File: src/rtl/mem_arb_pkg.sv
// mem_arb_pkg: shared constants and types for the two-port memory arbiter.
//   PORT0/PORT1     port index values (also the encoding of last_win)
//   PRIO_RR/FIXED   values of the PRIO_MODE parameter
//   lock_state_t    lock FSM encoding (used when MEM_ARB_LOCK_EN is defined)
package mem_arb_pkg;

    localparam logic PORT0 = 1'b0;
    localparam logic PORT1 = 1'b1;

    localparam int PRIO_RR    = 0;
    localparam int PRIO_FIXED = 1;

    typedef enum logic [1:0] {
        UNLOCKED = 2'b00,
        LOCK0    = 2'b01,
        LOCK1    = 2'b10
    } lock_state_t;

endpackage

File: src/rtl/arb_pick2.sv
// arb_pick2: combinational two-way winner select.
//   req0, req1   requests from port 0 / port 1
//   last_win     port granted most recently (round-robin history)
//   prio_mode    1 = fixed priority (port 0 wins ties), 0 = round-robin
//   lock_state   current lock owner; a locked port excludes the other
//   gnt[1:0]     one-hot grant (bit N = port N), all-zero when idle
module arb_pick2
    import mem_arb_pkg::*;
(
    input  logic        req0,
    input  logic        req1,
    input  logic        last_win,
    input  logic        prio_mode,
    input  lock_state_t lock_state,
    output logic [1:0]  gnt
);

    always_comb begin
        gnt = 2'b00;
        case (lock_state)
            LOCK0:   gnt = {1'b0, req0};
            LOCK1:   gnt = {req1, 1'b0};
            default: begin
                if (req0 && req1)
                    // Tie: fixed mode favours port 0; round-robin favours
                    // whichever port did not win last.
                    gnt = (prio_mode || last_win == PORT1) ? 2'b01 : 2'b10;
                else
                    gnt = {req1, req0};
            end
        endcase
    end

endmodule

File: src/rtl/mem_arbiter.sv
// mem_arbiter: shares one synchronous-read memory between port 0 (datapath)
// and port 1 (debug/loader). At most one access is issued per cycle; read
// data returns one cycle after grant.
//   CLOCK_50, RESETn              clock, async active-low reset
//   reqN/weN/addrN/wdataN         port N request (held until gntN)
//   gntN                          access issued this cycle (combinational)
//   rvalidN                       port N read completes this cycle
//   rdataN                        port N read data, captured at end of rvalid
//                                 cycle, held until the next port N read
//   mem_read/mem_write/mem_addr/mem_wdata/mem_rdata   memory side
// Optional: define MEM_ARB_LOCK_EN to add lock0/lock1 inputs; a port granted
// with its lock bit set keeps exclusive ownership until it issues an
// unlocked access or drops its request for a cycle.
module mem_arbiter
    import mem_arb_pkg::*;
#(
    parameter int ADDR_W    = 8,
    parameter int DATA_W    = 8,
    parameter int PRIO_MODE = 0
) (
    input  logic              CLOCK_50,
    input  logic              RESETn,
    input  logic              req0,
    input  logic              we0,
    input  logic [ADDR_W-1:0] addr0,
    input  logic [DATA_W-1:0] wdata0,
    output logic              gnt0,
    output logic              rvalid0,
    output logic [DATA_W-1:0] rdata0,
    input  logic              req1,
    input  logic              we1,
    input  logic [ADDR_W-1:0] addr1,
    input  logic [DATA_W-1:0] wdata1,
    output logic              gnt1,
    output logic              rvalid1,
    output logic [DATA_W-1:0] rdata1,
`ifdef MEM_ARB_LOCK_EN
    input  logic              lock0,
    input  logic              lock1,
`endif
    output logic              mem_read,
    output logic              mem_write,
    output logic [ADDR_W-1:0] mem_addr,
    output logic [DATA_W-1:0] mem_wdata,
    input  logic [DATA_W-1:0] mem_rdata
);

    localparam logic FIXED = (PRIO_MODE == PRIO_FIXED);

    logic        last_win;
    logic [1:0]  pick;
    logic [1:0]  gnt;
    logic [1:0]  rd_pend;
    lock_state_t lock_state;

    arb_pick2 u_pick (
        .req0       (req0),
        .req1       (req1),
        .last_win   (last_win),
        .prio_mode  (FIXED),
        .lock_state (lock_state),
        .gnt        (pick)
    );

    // Grants are combinational, so gate them with reset to keep the memory
    // strobes quiet while RESETn is low.
    assign gnt  = pick & {2{RESETn}};
    assign gnt0 = gnt[0];
    assign gnt1 = gnt[1];

    always_comb begin
        mem_read  = 1'b0;
        mem_write = 1'b0;
        mem_addr  = '0;
        mem_wdata = '0;
        if (gnt[0]) begin
            mem_read  = ~we0;
            mem_write = we0;
            mem_addr  = addr0;
            mem_wdata = wdata0;
        end else if (gnt[1]) begin
            mem_read  = ~we1;
            mem_write = we1;
            mem_addr  = addr1;
            mem_wdata = wdata1;
        end
    end

    // rd_pend doubles as rvalid: set for the cycle after a read grant, during
    // which mem_rdata carries that read's data.
    always_ff @(posedge CLOCK_50 or negedge RESETn) begin
        if (!RESETn) begin
            last_win <= PORT1;
            rd_pend  <= 2'b00;
            rdata0   <= '0;
            rdata1   <= '0;
        end else begin
            if (|gnt)
                last_win <= gnt[1] ? PORT1 : PORT0;
            rd_pend <= {gnt[1] & ~we1, gnt[0] & ~we0};
            if (rd_pend[0])
                rdata0 <= mem_rdata;
            if (rd_pend[1])
                rdata1 <= mem_rdata;
        end
    end

    assign rvalid0 = rd_pend[0];
    assign rvalid1 = rd_pend[1];

`ifdef MEM_ARB_LOCK_EN
    always_ff @(posedge CLOCK_50 or negedge RESETn) begin
        if (!RESETn) begin
            lock_state <= UNLOCKED;
        end else begin
            case (lock_state)
                UNLOCKED: begin
                    if (gnt[0] && lock0)
                        lock_state <= LOCK0;
                    else if (gnt[1] && lock1)
                        lock_state <= LOCK1;
                end
                LOCK0: begin
                    if (!req0 || (gnt[0] && !lock0))
                        lock_state <= UNLOCKED;
                end
                LOCK1: begin
                    if (!req1 || (gnt[1] && !lock1))
                        lock_state <= UNLOCKED;
                end
                default: lock_state <= UNLOCKED;
            endcase
        end
    end
`else
    assign lock_state = UNLOCKED;
`endif

endmodule

File: config.mk
export PLATFORM = sky130hd
export DESIGN_NAME = mem_arbiter
export DESIGN_NICKNAME = d
export VERILOG_FILES = /design/src/rtl/mem_arb_pkg.sv /design/src/rtl/arb_pick2.sv /design/src/rtl/mem_arbiter.sv
export SDC_FILE = /design/constraint.sdc
export NUM_CORES = 1
export LEC_CHECK = 0
export ABC_CLOCK_PERIOD_IN_PS = 3000
export CAP_MARGIN = 20
export CELL_PAD_IN_SITES_DETAIL_PLACEMENT = 0
export CELL_PAD_IN_SITES_GLOBAL_PLACEMENT = 1
export CORE_MARGIN = 2
export CORE_UTILIZATION = 24
export DETAILED_ROUTE_END_ITERATION = 8
export PLACE_DENSITY = 0.9
export SLEW_MARGIN = 40
export SYNTH_ARGS = -nofsm -noshare
export SYNTH_HDL_FRONTEND = slang
export SYNTH_SLANG_ARGS = --single-unit
File: constraint.sdc
create_clock -name CLOCK_50 -period 3 [get_ports CLOCK_50]
set_input_delay 0.6 -clock CLOCK_50 [delete_from_list [all_inputs] [get_ports CLOCK_50]]
set_output_delay 0.6 -clock CLOCK_50 [all_outputs]
set_load 0.01 [all_outputs]
==> qor.txt <==
Outcome = finished clean
Ant. Diodes = 0
Fmax = 364 MHz
Worst vdd ir = 150 uV
Congestion Overflow GR = 0
Via/cell ratio = 4.50
Clock root buffer = clkbuf_8
Clock transition at path regs = 0.06 ns
Layout Nets = 237
Crit Path Max Fanout = 17
Placer congestion estimate = 0.673
CP Capture Type = primary output
DRC viols = 0
Largest cells by area after synthesis = dfrtp_1 43%, mux2_2 17%, nand2_1 12%
Die area = 4940 sq um
P&R area growth vs syn = 85.9%
Final hold viol count = 0
Final cell count without fillers = 242
Post-layout min period = 2.75 ns
Synth area leader = dfrtp_1
Yosys reg bits = 19
Die Y = 70.3 um
Worst hold path type = flop to flop
Total power per unit cell area = 460 nW/um^2
Post-synthesis sequential area ratio = 0.452
Post-CTS Setup Inserts = 0
Combinational share of power = 0.422
Post-CTS sizing = 0
Critical path required time = 2.40 ns
Syn_area_per_cell = 9.67 sq um
Clock buffer depth = 2
Worst-Skew Late Latency = 0.25 ns
Lkg Pwr = 0.000790 uW
Syn Std Cell Area = 1050 sq um
Yosys warns = 0
Number of global-route vias before repair = 1128
IO Pins = 84
Row cnt = 24
Die X = 70.3 um
Final period util = 0.915
MaxCap Viol Count = 0
Setup_tns = 0 ns
Sequential share of power = 0.390
P_sw = 243 uW
Syn nets = 155
Setup crit start kind = input pin
Initial antenna violation count = 0
Drt initial violations = 35
Tightest Pin Transition = 0.399 ns
TritonCTS clock tree = yes
CTS sink count = 19
Syn Inst Count = 109
Initial Util = 0.245
Kind of critical path = input pin to primary output
Most common cell in the netlist = nand2_1
Sw Ratio = 0.270
Synth top area share = 0.428
Via count = 1089
Drt pass-1 iters = 4
Share of cells above drive strength 1 = 0.153
Pin count of the biggest net entering global routing = 31
Core region area = 4290 sq um
All-Layer GR Usage = 0.121
Internal power = 657 uW
DP Cell Count = 238
Arr. time, crit path = 2.15 ns
Worst slew margin = 0.734
Clk_skew = 0.00134 ns
Final antenna-violating net count = 0
EDFF count, synth = 0
Total power = 900 uW
Dpl hpwl = 2230 um
# setup viols final = 0
CTS buffer count = 3
H-tree lvl count = 1
Post-synth top cells = 34 x nand2_1, 18 x dfrtp_1, 17 x o22ai_1
RSZ-0062 raised after global routing = no
Synth unique cells = 19
WL final = 2880 um
Async set-reset flop share out of synthesis = 1.00
I/O Buffers = 83
First-pass GRT wire length = 4950 um
WL/cell = 11.9 um
Main synth FF type = dfrtp_1
Clock Power Share = 0.188
Post-CTS Hold Buffers = 0
Slew Viols, Final = 0
-- logic make-up (layout without fill, tap and decap cells) --
group / Yosys count / in the layout / share of synthesized area
compound gates: 21 / 21 / 0.132
flops: 19 / 19 / 0.452
mux: 16 / 16 / 0.171
simple gates: 41 / 41 / 0.159
buf+inv: 12 / 93 / 0.0855
-- final timing paths --
| kind | cells past startpoint | to | slack [ns] | startpoint |
|---|---|---|---|---|
| worst min-delay path | 1 | rdata0[4] | 0.51 | rdata0[4] |
| max in group asynchronous | 2 | rdata1[0] | 2.29 | RESETn |
| worst max-delay path | 4 | mem_wdata[5] | 0.25 | req1 |
| min in group asynchronous | 2 | rd_pend[0] | 0.52 | RESETn |
| worst max register to register | 1 | rdata0[7] | 1.92 | rd_pend[0] |
| worst min register to register | 1 | rdata0[4] | 0.51 | rdata0[4] |
-- power groups by stage --
stage               registers (uW)  clock network [uW]  logic [uW]
floorplan                      378                   0         127
global placement               354                   0         380
finish                         351                 169         380
detailed placement             358                   0         385
CTS                            353                 177         386
global route                   361                 190         409
-- routing by layer --
metal	vias up	GRT usage	wire, um
met5	-	0	0
met4	0	0.0256	17
met3	2	0.0289	271
met2	64	0.200	1340
met1	486	0.160	1260
li1	537	-	-
-- area by class of cell --
class                      instances  area (sq um)
fill                             413          2340
timing repair buffer              86           873
sequential                        19           477
tap                               52          65.1
clock buffer                       4          45.0
multi-input combinational         78           487
inverter                           3          11.3
-- critical path, cell delays in order --
cell and delay (ns):
clkdlybuf4s50_1 0.58, nand2_4 0.17, o22ai_1 0.22, clkdlybuf4s50_1 0.57
-- through the flow --
step / worst slack (ns) / util / hold slack, ns / instance area (sq um)
6_report: 0.255 / 0.456 / 0.506 / 1960
5_1_grt: 0.143 / 0.456 / 0.531 / 1960
4_1_cts: 0.230 / 0.456 / 0.510 / 1960
3_5_place_dp: 0.245 / 0.446 / 0.495 / 1910
3_3_place_gp: 0.262 / 0.446 / 0.488 / 1910
2_1_floorplan: 1.26 / - / 0.304 / 1050
-- cell usage in the layout (no fill, tap or decap), drive strengths merged, types with 3 or more instances in the layout --
cell and instances:
buf 4, clkbuf 4, clkdlybuf4s50 82, dfrtp 18
inv 3, mux2 16, nand2 36, nor2 3
o22ai 18
-- sequential cells by signal, summed over array words and instances (netlist names) --
| signal | cells |
|---|---|
| rd_pend | 2 |
| last_win | 1 |
| rdata0 | 8 |
| rdata1 | 8 |
Power figures use the tool's default switching activity.
